### src/rtl/px_scan.sv
`default_nettype none
// ============================================================================
// Module   : px_scan
// Brief    : Raster pixel sequencer feeding N_BALLS metaball instances;
//            sums their field outputs with saturation and thresholds each pixel.
// Revision : 1.0 - initial release
// ============================================================================
module px_scan #(
    parameter int          H_RES    = 64,
    parameter int          V_RES    = 48,
    parameter int          N_BALLS  = 3,
    parameter logic [31:0] X_ORIGIN = 32'h0000_0000,
    parameter logic [31:0] Y_ORIGIN = 32'h0000_0000,
    parameter logic [31:0] X_STEP   = 32'h0000_8000,
    parameter logic [31:0] Y_STEP   = 32'h0000_8000,
    parameter logic [31:0] THRESH   = 32'h0000_8000,
    localparam int         c_COL_W  = (H_RES > 1) ? $clog2(H_RES) : 1,
    localparam int         c_ROW_W  = (V_RES > 1) ? $clog2(V_RES) : 1
) (
    input  logic                   clk,
    input  logic                   rst,
    input  logic                   en,
    output logic                   px_stb,
    output logic [31:0]            p_x,
    output logic [31:0]            p_y,
    input  logic [N_BALLS-1:0]     ball_vld,
    input  logic [32*N_BALLS-1:0]  ball_out,
    output logic                   mov_en,
    output logic                   pix_vld,
    input  logic                   pix_rdy,
    output logic [c_COL_W-1:0]     pix_col,
    output logic [c_ROW_W-1:0]     pix_row,
    output logic [31:0]            pix_sum,
    output logic                   pix_on,
    output logic                   frame_done
);

    localparam int         c_IDX_W   = (N_BALLS > 1) ? $clog2(N_BALLS) : 1;
    localparam logic [2:0] c_S_IDLE  = 3'd0;
    localparam logic [2:0] c_S_STB   = 3'd1;
    localparam logic [2:0] c_S_WAIT  = 3'd2;
    localparam logic [2:0] c_S_ACC   = 3'd3;
    localparam logic [2:0] c_S_EMIT  = 3'd4;
    localparam logic [2:0] c_S_FRAME = 3'd5;

    logic [2:0]          r_state;
    logic [2:0]          w_state_nxt;
    logic [c_COL_W-1:0]  r_col;
    logic [c_ROW_W-1:0]  r_row;
    logic [31:0]         r_px;
    logic [31:0]         r_py;
    logic [31:0]         r_acc;
    logic                r_pix_on;
    logic [N_BALLS-1:0]  r_seen_low;
    logic [N_BALLS-1:0]  r_done;
    logic [N_BALLS-1:0]  w_done_nxt;
    logic [31:0]         r_cap [N_BALLS];
    logic [31:0]         w_ball_out [N_BALLS];
    logic [c_IDX_W-1:0]  r_idx;
    logic [31:0]         w_cap_sel;
    logic [31:0]         w_acc_nxt;
    logic                w_acc_last;
    logic                w_last_col;
    logic                w_last_row;

    generate
        for (genvar gi = 0; gi < N_BALLS; gi++) begin : g_unpack
            assign w_ball_out[gi] = ball_out[32*gi +: 32];
        end
    endgenerate

    function automatic logic [31:0] f_sat_add(input logic [31:0] a, input logic [31:0] b);
        logic [32:0] s;
        s = {a[31], a} + {b[31], b};
        if (s[32] != s[31])
            return s[32] ? 32'h8000_0000 : 32'h7FFF_FFFF;
        return s[31:0];
    endfunction

    // A ball completes only on a rising vld seen after a low sample, so stale highs are ignored
    assign w_done_nxt = r_done | (r_seen_low & ball_vld);
    assign w_acc_last = (r_idx == c_IDX_W'(N_BALLS - 1));
    assign w_last_col = (r_col == c_COL_W'(H_RES - 1));
    assign w_last_row = (r_row == c_ROW_W'(V_RES - 1));
    assign w_acc_nxt  = f_sat_add(r_acc, w_cap_sel);

    always_comb begin
        w_cap_sel = r_cap[0];
        for (int i = 1; i < N_BALLS; i++) begin
            if (r_idx == c_IDX_W'(i))
                w_cap_sel = r_cap[i];
        end
    end

    always_comb begin
        w_state_nxt = r_state;
        px_stb      = 1'b0;
        pix_vld     = 1'b0;
        mov_en      = 1'b0;
        frame_done  = 1'b0;
        case (r_state)
            c_S_IDLE:  if (en) w_state_nxt = c_S_STB;
            c_S_STB: begin
                px_stb      = 1'b1;
                w_state_nxt = c_S_WAIT;
            end
            c_S_WAIT:  if (&w_done_nxt) w_state_nxt = c_S_ACC;
            c_S_ACC:   if (w_acc_last) w_state_nxt = c_S_EMIT;
            c_S_EMIT: begin
                pix_vld = 1'b1;
                if (pix_rdy)
                    w_state_nxt = (w_last_col && w_last_row) ? c_S_FRAME : c_S_STB;
            end
            c_S_FRAME: begin
                mov_en      = 1'b1;
                frame_done  = 1'b1;
                w_state_nxt = en ? c_S_STB : c_S_IDLE;
            end
            default:   w_state_nxt = c_S_IDLE;
        endcase
    end

    always_ff @(posedge clk) begin
        if (rst) begin
            r_state    <= c_S_IDLE;
            r_col      <= '0;
            r_row      <= '0;
            r_px       <= X_ORIGIN;
            r_py       <= Y_ORIGIN;
            r_acc      <= '0;
            r_pix_on   <= 1'b0;
            r_seen_low <= '0;
            r_done     <= '0;
            r_idx      <= '0;
            for (int i = 0; i < N_BALLS; i++)
                r_cap[i] <= '0;
        end else begin
            r_state <= w_state_nxt;
            case (r_state)
                c_S_STB: begin
                    r_seen_low <= '0;
                    r_done     <= '0;
                    r_acc      <= '0;
                    r_pix_on   <= 1'b0;
                    r_idx      <= '0;
                end
                c_S_WAIT: begin
                    r_seen_low <= r_seen_low | ~ball_vld;
                    r_done     <= w_done_nxt;
                    for (int i = 0; i < N_BALLS; i++) begin
                        if (!r_done[i] && r_seen_low[i] && ball_vld[i])
                            r_cap[i] <= w_ball_out[i];
                    end
                end
                c_S_ACC: begin
                    r_acc <= w_acc_nxt;
                    r_idx <= r_idx + c_IDX_W'(1);
                    if (w_acc_last)
                        r_pix_on <= ($signed(w_acc_nxt) >= $signed(THRESH));
                end
                c_S_EMIT: begin
                    // Coordinates advance only on transfer so they stay stable while stalled
                    if (pix_rdy) begin
                        if (w_last_col) begin
                            r_col <= '0;
                            r_px  <= X_ORIGIN;
                            if (w_last_row) begin
                                r_row <= '0;
                                r_py  <= Y_ORIGIN;
                            end else begin
                                r_row <= r_row + c_ROW_W'(1);
                                r_py  <= r_py + Y_STEP;
                            end
                        end else begin
                            r_col <= r_col + c_COL_W'(1);
                            r_px  <= r_px + X_STEP;
                        end
                    end
                end
                default: ;
            endcase
        end
    end

    assign p_x     = r_px;
    assign p_y     = r_py;
    assign pix_col = r_col;
    assign pix_row = r_row;
    assign pix_sum = r_acc;
    assign pix_on  = r_pix_on;

endmodule
`default_nettype wire
### config.mk
export PLATFORM = sky130hd
export DESIGN_NAME = px_scan
export DESIGN_NICKNAME = d
export VERILOG_FILES = /design/src/rtl/px_scan.sv
export SDC_FILE = /design/constraint.sdc
export NUM_CORES = 1
export LEC_CHECK = 0
export CORE_MARGIN = 2
export CORE_UTILIZATION = 25
export CTS_CLUSTER_DIAMETER = 50
export DETAILED_ROUTE_END_ITERATION = 7
export GPL_ROUTABILITY_DRIVEN = 0
export PLACE_DENSITY = 0.43
export SLEW_MARGIN = 0
export SYNTH_ARGS = -nofsm -noshare
export SYNTH_HDL_FRONTEND = slang
export SYNTH_SLANG_ARGS = --single-unit
### constraint.sdc
create_clock -name clk -period 13.1 [get_ports clk]
set_clock_uncertainty 0.15 [all_clocks]
set_input_delay 2.62 -clock clk [delete_from_list [all_inputs] [get_ports clk]]
set_output_delay 2.62 -clock clk [all_outputs]
set_load 0.005 [all_outputs]
; After elaboration in Yosys (flattened, before gate mapping)
; Memory sizes are Yosys's and may differ from the RTL's.
; Cells that the tools add are included.
[word_totals]
elab_cells = 100
output_inout_bits = 113
register_bits = 120
mem_bits_ro = 0
n_memories = 1
latchBits = 0
ram_bits = 96
[classes]
mux = 43
bitwise_logic = 7
n_mul = 0
shift = 0
div_mod_pow = 0
magnitude_cmp = 1
eq_ne = 14
reduce_logical = 18
add_sub_neg = 6
[mem_list]
columns = name, words, word_bits, read_ports, rd_clocked_by_memory_dff, wr, line
row1 = r_cap, 3, 32, 3, 0, 3, 57  ; logic [31:0] r_cap [N_BALLS];
[op_table]
columns = op, n
row1 = 32-bit 2-to-1 mux, 10
row2 = 32-bit by 16-bit adder with 32-bit output (second input constant), 2
row3 = 32-bit one-hot mux with 2 select lines, 1
row4 = 32-bit by 32-bit adder with 33-bit output, 1
row5 = 32-bit by 17-bit greater-or-equal comparator with 1-bit output (second input constant), 1
row6 = 1-bit 2-to-1 mux, 20
row7 = 3-bit one-hot mux with 6 select lines, 1
row8 = 3-bit 2-to-1 mux, 5
row9 = 6-bit by 1-bit adder with 6-bit output (second input constant), 2
row10 = 6-bit == test (second input constant), 2
row11 = 6-bit 2-to-1 mux, 2
row12 = 3-bit one-hot mux with 2 select lines, 2
row13 = 2-bit inequality test (second input constant), 4
row14 = 1-bit logical AND, 7
row15 = 3-bit by 2-bit == test with 1-bit output (second input constant), 2
row16 = 3-bit == test (second input constant), 2
row17 = 3-bit OR, 2
row18 = 3-bit AND reduction, 2
row19 = 2-bit one-hot mux with 2 select lines, 1
row20 = 2-bit AND reduction, 2
row21 = 4-bit AND reduction, 1
row22 = 2-bit nonzero test, 2
row23 = 3-bit bitwise AND, 1
row24 = 3-bit by 1-bit == test with 1-bit output (second input constant), 1
row25 = 9 further kinds, 13

; Depth between registers and ports, before layout
; Gate-level depths: netlist of the first run.
[logic_depth]
word_depth = 10
depth_mapped = 20
ltp_nobuf = 17

; Worst setup path before layout of the first run
; Ideal clock, no wire load.
[synth_path]
kind = in2reg
startpoint = in ball_vld[0]
endpoint = mem r_cap[0][0], enable pin
setup_time_ns = 0.428
setup_slack_ns = 8.279
path_buffers = 0
arrival_time_ns = 4.243
path_stages = 2
path_cell_list = nand3_1 > o21bai_1
[synth_rtl]
columns = item, line
row1 = start: declaration, 26  ; input logic [N_BALLS-1:0] ball_vld,
row2 = end: declaration, 57

; Final worst setup path of the first run
[layout_path]
startpoint = reg r_idx[1]
endpoint = reg r_acc[10], in the netlist pix_sum[10]
[layout_between]
elab_chain_cells = 8
word_cells_on_any_way = 11
cone_classes = 1 x add/sub / 3 x eq/ne / 7 x mux
[layout_rtl]
columns = item, line
row1 = start: declaration, 59  ; logic [c_IDX_W-1:0] r_idx;
row2 = start signal: assignment, 157  ; r_idx <= r_idx + c_IDX_W'(1);
row3 = 2-bit by 1-bit == test with 1-bit output, 90  ; if (r_idx == c_IDX_W'(i))
row4 = 32-bit 2-to-1 mux, 90
row5 = 32-bit 2-to-1 mux *, 90
row6 = 32-bit by 32-bit adder with 33-bit output *, 74  ; s = {a[31], a} + {b[31], b};
row7 = 32-bit 2-to-1 mux / 1-bit inequality test (equally long branches), "76, 75"
row8 = 32-bit 2-to-1 mux / 1-bit 2-to-1 mux (equally long branches), 75  ; if (s[32] != s[31])
row9 = 32-bit 2-to-1 mux *, 77  ; return s[31:0];
row10 = 32-bit one-hot mux with 2 select lines *, 139  ; case (r_state)
row11 = end signal: assignment, 156  ; r_acc <= w_acc_nxt;
row12 = end: declaration, 52  ; logic [31:0] r_acc;
; Mark *: on every way between the ends. The rest lies on a longest branch, timed or not. The select of a mux whose other input is x is not followed.
; A chain may end at the register's enable or synchronous reset.

==> impl_metrics.tcl, run 1 <==
set metrics [dict create \
    initial_utilization_pct 25.3 \
    async_flop_share_pct 0 \
    final_common_cell "clkdlybuf4s50_1" \
    cts_sinks 186 \
    p_leak_nw 4.79 \
    num_vias 7907 \
    cts_root_buffer "clkbuf_16" \
    dp_hpwl_um 22400 \
    crit_path_max_fanout 17 \
    cp.required_ps 13320 \
    htreeDepth 4 \
    yosys.area.top_type "edfxtp_1" \
    synth_top_area_share_pct 28.6 \
    path_class "flop to flop" \
    post-route-period-util_pct 38.2 \
    fp.coreArea_sq_um 39700 \
    instances_no_fill 1753 \
    hold_class "flop to flop" \
    worstMarginPinSlew_ps 1130 \
    dpl.cell_count 1721 \
    wl_per_cell_um 17.2 \
    cts_made_buffers 17 \
    hold_viol_final 0 \
    io-pin-count 216 \
    antenna_left 0 \
    io_buffer_count 185 \
    cts_resized 0 \
    drtIter0Drc 354 \
    synth_cell_type_count 65 \
    routed_wl_um 30100 \
    hold_buffers 0 \
    synth-edff-count 96 \
    clock_latency_ps 450 \
    antenna_cells 0 \
    synth_ff_type "edfxtp_1" \
    holdPathStages 2 \
    final_cell_mix "clkdlybuf4s50_1 (184), nand2_1 (100), and2_1 (98)" \
    cts_tree "done" \
    grt_start_max_net_pins 97 \
    fin_tns_setup_ps 0 \
    cts_buffer_depth 2 \
    synthCells 1059 \
    fp-row-count 73 \
    ff2ff_path_depth 16 \
    first_global_vias 7941 \
    max_freq_ghz 0.200 \
    area_delta_synth_final_pct 28.7 \
    slew_violations 0 \
    dieArea_sq_um 41900 \
    synth_warnings 0 \
    timing.critical_path.from_type "flop" \
    die_w_um 205 \
    worstPathArrival_ps 5230 \
    cap_viol_max_count 0 \
    cp-startpoint "r_idx[1]$_SDFFE_PP0P_" \
    syn_avg_cell_area_sq_um 9.51 \
    setup_violations 0 \
    ys_seq_area_share_pct 46.5 \
    cts.clk_slew.worst_paths_ps 70 \
    synth_seq_cells 186 \
    grt_util_all_layers_pct 14.5 \
    p_per_area_nw_per_um2 113 \
    hp-start "pix_sum[30]$_SDFFE_PP0P_" \
    crit_path_end_kind "flop" \
    nFillCells 4152 \
    route.detailed.drc 0 \
    reg2reg_from "r_idx[1]$_SDFFE_PP0P_" \
    die_h_um 205 \
    gr-total-overflow 0 \
    regArea_sq_um 4680 \
    synth_area_sq_um 10100 \
    status "completed" \
    post-cts-setup-buffers 0 \
    firstDrtPassIters 5 \
    drive_gt1_share_pct 5.13 \
    relSlewSlack_pct 24.2 \
    antenna_found_initial 0 \
    period_needed_ps 5010 \
    multi_input_area_sq_um 5020 \
    vias_per_cell 4.51 \
    rsz0062_at_grt "false" \
    synthTopCellsByArea "edfxtp_1 (29%), dfxtp_1 (18%), and2_1 (6.1%)" \
    grt_first_pass_wirelength_um 46300 \
    ir_worst_vdd_mv 0.0708 \
    nets 1357 \
]
worst paths after layout:
check / to / slack [ps]
max: pix_sum[10]$_SDFFE_PP0P_ / 8090
min: pix_sum[30]$_SDFFE_PP0P_ / 330
max reg2reg: pix_sum[10]$_SDFFE_PP0P_ / 8090
min reg2reg: pix_sum[30]$_SDFFE_PP0P_ / 330
area by class of cell:
| cell class | count | share of cell area [%] |
|---|---|---|
| Clock buffer | 24 | 4.05 |
| Tap cell | 525 | 5.07 |
| Clock inverter | 8 | 0.618 |
| Timing Repair Buffer | 195 | 14.8 |
| Inverter | 18 | 0.522 |
| Sequential cell | 186 | 36.2 |
| Multi-Input combinational cell | 797 | 38.7 |
flip-flops by register name, summed over array words and instances, names as in the netlist:
signal,count
r_cap,96
r_state,3
pix_row,6
pix_on,1
r_idx,2
pix_col,6
p_x,17
r_done,3
p_y,17
pix_sum,32
r_seen_low,3
logic make-up (layout without fill, tap and decap cells):
group           after synthesis  in the layout  synth area share (%)
other cells                   1             30                0.0372
buf+inv                     105            245                  5.15
mux                          38             38                  3.82
fa+ha+maj                    39             39                  4.92
xor+xnor                     64             64                  5.57
compound gates              242            242                  14.7
simple gates                384            384                  19.3
flops                       186            186                  46.5
through the flow:
step | worst slack (ps) | power (W) | cell area (sq um) | util [%] | hold slack [ps]
6_report | 8090 | 0.00147 | 13000 | 32.6 | 332
5_1_grt | 7640 | 0.00154 | 13000 | 32.6 | 361
4_1_cts | 8040 | 0.00149 | 13000 | 32.6 | 339
3_5_place_dp | 8070 | 0.000945 | 12400 | 31.1 | 324
3_3_place_gp | 8130 | 0.000948 | 12400 | 31.1 | 318
2_1_floorplan | 8280 | 0.000831 | 10200 | - | 309
report_power, final:
group	internal [W]	switching, W	total, W
registers	0.000637	0.0000183	0.000656
logic	0.000111	0.000162	0.000273
clock network	0.000302	0.000234	0.000536
total	0.00105	0.000415	0.00147
critical path, stage by stage (launching register included):
cell and delay [ps]:
dfxtp_1 330, inv_1 60, ha_2 520, buf_4 440, mux2i_1 210, o21ai_0 110
ha_1 480, and4_1 250, nand2_1 80, or2_0 240, o211ai_2 220, a31oi_2 160
o21ai_4 300, mux2_2 430, nor2_1 520, o21ai_0 220, a21oi_1 190
synthesized netlist by cell type, types with 14 or more instances:
library cell    n
nand2_1       100
and2_1         98
edfxtp_1       96
dfxtp_1        90
nor2_1         83
o21ai_0        83
a21oi_1        71
clkbuf_1       47
xor2_1         43
ha_1           38
mux2i_1        35
buf_4          31
nand3_1        21
xnor2_1        21
nand4_1        19
a21o_1         18
inv_1          18
a22oi_1        14
layer usage:
layer / track usage, % / share of wire (%) / up-vias
met3: 3.61 / 5.3 / 18
met5: 0 / 0 / -
li1: - / - / 3991
met4: 3.75 / 1.1 / 0
met1: 18.8 / 47 / 3690
met2: 24.0 / 47 / 208
(Power assumes the default switching activity.)
==> run 2, diff against run 1 <==
==> constraint.sdc (replaced) <==
create_clock -name clk -period 5.05 [get_ports clk]
set_clock_uncertainty 0.15 [all_clocks]
set_input_delay 1.01 -clock clk [delete_from_list [all_inputs] [get_ports clk]]
set_output_delay 1.01 -clock clk [all_outputs]
set_load 0.005 [all_outputs]
==> run 2 against run 1 <==
Global-route usage fell by 0.16 points. Sequential share of layout area fell by 0.15 points. Combinational power rose to 2.6 times the previous value. Cell area rose by 0.42%. Critical path depth did not move. Routed wire length rose by 0.38%. Via count rose by 0.63%. Critical endpoint is now pix_sum[3]$_SDFFE_PP0P_. Largest cell class unchanged.
==> impl_metrics.tcl, run 2 (synthesis gave the netlist of run 1 again) <==
set metrics [dict create \
    wl_met2_um 13800 \
    antenna_cells 0 \
    slew_violations 0 \
    vias_per_cell 4.52 \
    cts_sinks 186 \
    cts_resized 0 \
    htreeDepth 4 \
    antenna_found_initial 0 \
    cp.required_ps 5280 \
    gr-total-overflow 0 \
    grt_start_max_net_pins 52 \
    wl_met1_um 14600 \
    cts_tree "done" \
    regMostFlops "r_cap" \
    worstMarginPinSlew_ps 1100 \
    crit_path_max_fanout 13 \
    die_w_um 205 \
    dpl.cell_count 1730 \
    hp-start "pix_sum[24]$_SDFFE_PP0P_" \
    firstDrtPassIters 4 \
    crit_path_end_kind "flop" \
    timing.critical_path.from_type "flop" \
    dieArea_sq_um 41900 \
    grt_util_all_layers_pct 14.3 \
    path_cells "inv_1 > ha_2 > buf_4 > mux2i_1 > o21ai_0 > ha_1 > and4_1 > nand2_1 > or2_0 > o211ai_2 > a31oi_2 > o21ai_4 > mux2_2 > nor2_1 > o21ai_0 > a21oi_1" \
    critPathMaxStageDelay_ps 450 \
    area_delta_synth_final_pct 29.2 \
    p_sw_share_pct 29.3 \
    clock_latency_ps 450 \
    instances_no_fill 1762 \
    routed_wl_um 30300 \
    cp_num_buf_inv 2 \
    clkPwrFrac_pct 36.5 \
    met3_length_um 1320 \
    dp_hpwl_um 23100 \
    fin_util_pct 32.7 \
    relSlewSlack_pct 26.1 \
    io-pin-count 216 \
    drive_gt1_share_pct 5.90 \
    final_common_cell "clkdlybuf4s50_1" \
    ir_worst_vdd_mv 0.177 \
    setup_violations 0 \
    p_leak_nw 4.82 \
    cp_top_family "compound AO/OA/AOI/OAI gates" \
    cap_viol_max_count 0 \
    rsz0062_at_grt "false" \
    largest_reg_flops 96 \
    hold_viol_final 0 \
    ff2ff_path_depth 16 \
    io_buffer_count 185 \
    final_cell_mix "clkdlybuf4s50_1 (184), nand2_1 (100), and2_1 (98)" \
    status "completed" \
    cts_made_buffers 17 \
    p_seq_share_pct 44.8 \
    cts.clk_slew.worst_paths_ps 70 \
    fp.coreArea_sq_um 39700 \
    num_vias 7957 \
    max_freq_ghz 0.219 \
    p_total_w 0.00380 \
    route.detailed.drc 0 \
    wl_per_cell_um 17.2 \
    cts_buffer_depth 2 \
    first_global_vias 7798 \
    path_common_cell "o21ai_0" \
    antenna_left 0 \
    period_needed_ps 4570 \
    rrSetupSlack_ps 480 \
    hold_buffers 0 \
    holdPathStages 2 \
    fin_tns_setup_ps 0 \
    power_switching_w 0.00111 \
    fp-row-count 73 \
    drtIter0Drc 341 \
    path_class "flop to flop" \
    top_layer "met4" \
    p_int_w 0.00269 \
    whs_ps 334 \
    critPathSlowestCell "ha_2" \
    grt_first_pass_wirelength_um 45400 \
    cts_root_buffer "clkbuf_16" \
    r2r-end "pix_sum[3]$_SDFFE_PP0P_" \
    comb_power_share_pct 18.7 \
    post-cts-setup-buffers 0 \
    hold_class "flop to flop" \
    nets 1366 \
    p_per_area_nw_per_um2 292 \
    post-route-period-util_pct 90.4 \
    initial_utilization_pct 25.3 \
    die_h_um 205 \
    reg2reg_from "r_idx[1]$_SDFFE_PP0P_" \
    worstPathArrival_ps 4790 \
    worstHoldEndpoint "pix_sum[24]$_SDFFE_PP0P_" \
]
[run 2: cell types whose count changed in the layout (fill, tap and decap cells not counted), sizes merged]
cell,before,now
buf,11,20
bufinv,1,2
clkbuf,24,17
clkinv,1,4
clkinvlp,1,3
inv,23,24
[run 2: routing by layer]
layer | global-route usage [%] | vias up
met5 | 0 | -
met4 | 4.66 | 0
met3 | 3.05 | 29
met2 | 22.9 | 189
met1 | 19.2 | 3728
li1 | - | 4011
[run 2: metrics by stage]
step / setup WS (ps) / area (sq um)
finish: 484 / 13000
detailed placement: 467 / 12400
global route: 141 / 13000
global placement: 469 / 12400
floorplan: 897 / 10200
CTS: 426 / 13000
[run 2: worst reg2reg max path, cell delays in order, from the launching register on]
cell and delay [ps]:
dfxtp_1 330, inv_1 60, ha_2 450, buf_4 310
mux2i_1 220, o21ai_0 110, ha_1 440, and4_1 260
nand2_1 70, or2_0 230, o211ai_2 220, a31oi_2 170
o21ai_4 300, mux2_2 430, nor2_1 420, o21ai_0 190
a21oi_1 150
[run 2: power groups by stage]
| stage | logic (W) | registers (W) | clock network, W |
|---|---|---|---|
| after detailed placement | 0.000722 | 0.00174 | 0 |
| after global routing | 0.000788 | 0.00171 | 0.00149 |
| final | 0.000712 | 0.00170 | 0.00139 |
| after floorplan | 0.000440 | 0.00172 | 0 |
| after CTS | 0.000724 | 0.00170 | 0.00144 |
| after global placement | 0.000722 | 0.00174 | 0 |
[run 2: area by class of cell]
| type | count | area [sq um] |
|---|---|---|
| multi-input cells | 797 | 5020 |
| repair buffers | 204 | 1990 |
| fillers | 4121 | 26700 |
| inverters | 18 | 67.6 |
| well taps | 525 | 657 |
| clock inverters | 15 | 165 |
| clock buffers | 17 | 425 |
| flip-flops and latches | 186 | 4680 |
[run 2: worst max path at each step]
stage               slack, ps                        to  cells after the start                   from
finish                    480   pix_sum[3]$_SDFFE_PP0P_                     16  r_idx[1]$_SDFFE_PP0P_
global placement          470  pix_sum[13]$_SDFFE_PP0P_                     16  r_idx[1]$_SDFFE_PP0P_
global route              140  pix_sum[23]$_SDFFE_PP0P_                     16  r_idx[1]$_SDFFE_PP0P_
floorplan                 900       pix_on$_SDFFE_PP0P_                     19  r_idx[1]$_SDFFE_PP0P_
detailed placement        470   pix_sum[3]$_SDFFE_PP0P_                     16  r_idx[1]$_SDFFE_PP0P_
CTS                       430   pix_sum[3]$_SDFFE_PP0P_                     16  r_idx[1]$_SDFFE_PP0P_
==> run 3, diff against run 2 <==
==> constraint.sdc (replaced) <==
create_clock -name clk -period 4.3 [get_ports clk]
set_clock_uncertainty 0.15 [all_clocks]
set_input_delay 0.86 -clock clk [delete_from_list [all_inputs] [get_ports clk]]
set_output_delay 0.86 -clock clk [all_outputs]
set_load 0.005 [all_outputs]
==> run 3 against run 2 <==
Maximum frequency is 12% higher. Sequential share of layout area is 1.2 points lower. Clock-buffer cell count is 2 higher. Largest cell class unchanged.
==> impl_metrics.tcl, run 3 (synthesis gave the netlist of run 1 again) <==
set metrics [dict create \
    setup_violations 0 \
    route.detailed.drc 0 \
    p_sw_share_pct 29.1 \
    p_per_area_nw_per_um2 339 \
    hold_buffers 0 \
    worstMarginPinSlew_ps 1020 \
    ir_worst_vdd_mv 0.199 \
    crit_path_max_fanout 7 \
    worstPathArrival_ps 4310 \
    clkPwrFrac_pct 36.4 \
    fp-row-count 73 \
    r2r-end "pix_on$_SDFFE_PP0P_" \
    cts_made_buffers 17 \
    num_vias 8068 \
    rsz0062_at_grt "false" \
    regArea_sq_um 4690 \
    routed_wl_um 30500 \
    p_total_w 0.00457 \
    cts_sinks 186 \
    clock_latency_ps 450 \
    cts_buffer_depth 2 \
    crit_path_end_kind "flop" \
    p_int_w 0.00324 \
    largest_reg_flops 96 \
    gr-total-overflow 0 \
    cp.depth 16 \
    fp.coreArea_sq_um 39700 \
    dpl.cell_count 1761 \
    wl_met1_um 14400 \
    cp_num_buf_inv 2 \
    path_class "flop to flop" \
    p_leak_nw 5.04 \
    cap_viol_max_count 0 \
    htreeDepth 4 \
    multi_input_area_sq_um 5140 \
    timing.critical_path.from_type "flop" \
    post-route-period-util_pct 94.8 \
    initial_utilization_pct 25.3 \
    ff2ff_path_depth 16 \
    wl_per_cell_um 16.9 \
    hold_viol_final 0 \
    nFillCells 4095 \
    grt_first_pass_wirelength_um 46800 \
    rrSetupSlack_ps 220 \
    final_cell_mix "clkdlybuf4s50_1 (184), nand2_1 (100), and2_1 (98)" \
    slew_violations 0 \
    comb_power_share_pct 19.8 \
    power_switching_w 0.00133 \
    top_layer "met4" \
    dieArea_sq_um 41900 \
    io_buffer_count 185 \
    area_delta_synth_final_pct 33.7 \
    relSlewSlack_pct 32.0 \
    vias_per_cell 4.48 \
    cts.clk_slew.worst_paths_ps 80 \
    period_needed_ps 4080 \
    met3_length_um 1250 \
    cp.required_ps 4530 \
    first_global_vias 7985 \
    nets 1404 \
    cts_tree "done" \
    drive_gt1_share_pct 10.4 \
    firstDrtPassIters 4 \
    wl_met2_um 14500 \
    antenna_cells 0 \
    path_cells "inv_1 > ha_4 > mux2i_1 > o21ai_0 > ha_1 > and4_1 > and3_1 > o211ai_1 > a21o_1 > a211oi_2 > buf_4 > nor3b_2 > mux2_2 > a31o_1 > a211o_1 > a31oi_1" \
    final_common_cell "clkdlybuf4s50_1" \
    cts_root_buffer "clkbuf_16" \
    dp_hpwl_um 23300 \
    regMostFlops "r_cap" \
    status "completed" \
    instances_no_fill 1800 \
    critPathMaxStageDelay_ps 500 \
    drtIter0Drc 313 \
    p_seq_share_pct 43.8 \
    die_w_um 205 \
    hold_class "flop to flop" \
    grt_start_max_net_pins 66 \
    die_h_um 205 \
    critPathSlowestCell "ha_1" \
    cp_top_family "compound AO/OA/AOI/OAI gates" \
    antenna_found_initial 0 \
    cp-endpoint "pix_on$_SDFFE_PP0P_" \
    reg2reg_from "r_idx[1]$_SDFFE_PP0P_" \
    io-pin-count 216 \
    grt_util_all_layers_pct 14.6 \
    cp-startpoint "r_idx[1]$_SDFFE_PP0P_" \
    max_freq_ghz 0.245 \
    antenna_left 0 \
]
-- run 3: changes by cell type in the layout (fill, tap and decap cells not counted), moves of 3 or more --
cell and change:
buf_4 +35, o21ai_0 -11, o21ai_1 +11, ha_1 -8, ha_2 +6, mux2i_1 -3
-- run 3: worst reg2reg max path, delay by kind of cell (launching register included) --
family / cells / cell delay, ps
compound gates: 7 / 1450
simple gates: 3 / 580
fa+ha+maj: 2 / 700
buf+inv: 2 / 240
flops: 1 / 350
mux: 2 / 530
-- run 3: power groups by stage --
stage               Combinational, W  Sequential, W  Clock (W)
floorplan                   0.000517        0.00201          0
global placement            0.000887        0.00204          0
detailed placement          0.000884        0.00204          0
CTS                         0.000890        0.00200    0.00172
global route                0.000997        0.00201    0.00179
finish                      0.000906        0.00200    0.00167
-- run 3: worst min-delay path by stage --
stage | cells past startpoint | end | startpoint
after floorplan | 2 | pix_sum[21]$_SDFFE_PP0P_ | pix_sum[21]$_SDFFE_PP0P_
after global placement | 2 | pix_sum[30]$_SDFFE_PP0P_ | pix_sum[30]$_SDFFE_PP0P_
after global routing | 2 | pix_sum[27]$_SDFFE_PP0P_ | pix_sum[27]$_SDFFE_PP0P_
after detailed placement | 2 | pix_sum[27]$_SDFFE_PP0P_ | pix_sum[27]$_SDFFE_PP0P_
final | 2 | pix_sum[27]$_SDFFE_PP0P_ | pix_sum[27]$_SDFFE_PP0P_
after CTS | 2 | pix_sum[27]$_SDFFE_PP0P_ | pix_sum[27]$_SDFFE_PP0P_
-- run 3: final cells by class --
cell class                      count  share of cell area (%)
Tap cell                          525                    4.88
Sequential cell                   186                    34.8
Multi-Input combinational cell    797                    38.2
Timing Repair Buffer              242                    17.1
Inverter                           18                   0.502
Clock buffer                       19                    3.36
Clock inverter                     13                    1.14
-- run 3: per-layer routing --
| metal | vias up | global-route usage [%] |
|---|---|---|
| met1 | 3796 | 19.5 |
| met5 | - | 0 |
| li1 | 4084 | - |
| met3 | 19 | 2.69 |
| met2 | 169 | 24.3 |
| met4 | 0 | 3.67 |
-- run 3: timing repair --
item                                    4_1_cts  5_1_grt
gates cloned                                  0        0
gates resized for setup                       5       34
pin swaps                                     0        9
endpoints found under the setup margin       19       32
buffers inserted                              0        7
-- run 3: through the flow --
| stage | hold WS [ps] | utilization [%] | setup WS [ps] | setup TNS (ps) | area, sq um |
|---|---|---|---|---|---|
| finish | 335 | 33.9 | 222 | 0 | 13500 |
| CTS | 340 | 33.5 | 3.17 | 0 | 13300 |
| detailed placement | 329 | 31.9 | -240 | -1560 | 12700 |
| floorplan | 309 | - | 147 | 0 | 10200 |
| global placement | 332 | 31.9 | -242 | -858 | 12700 |
| global route | 371 | 33.9 | 5.80 | 0 | 13500 |
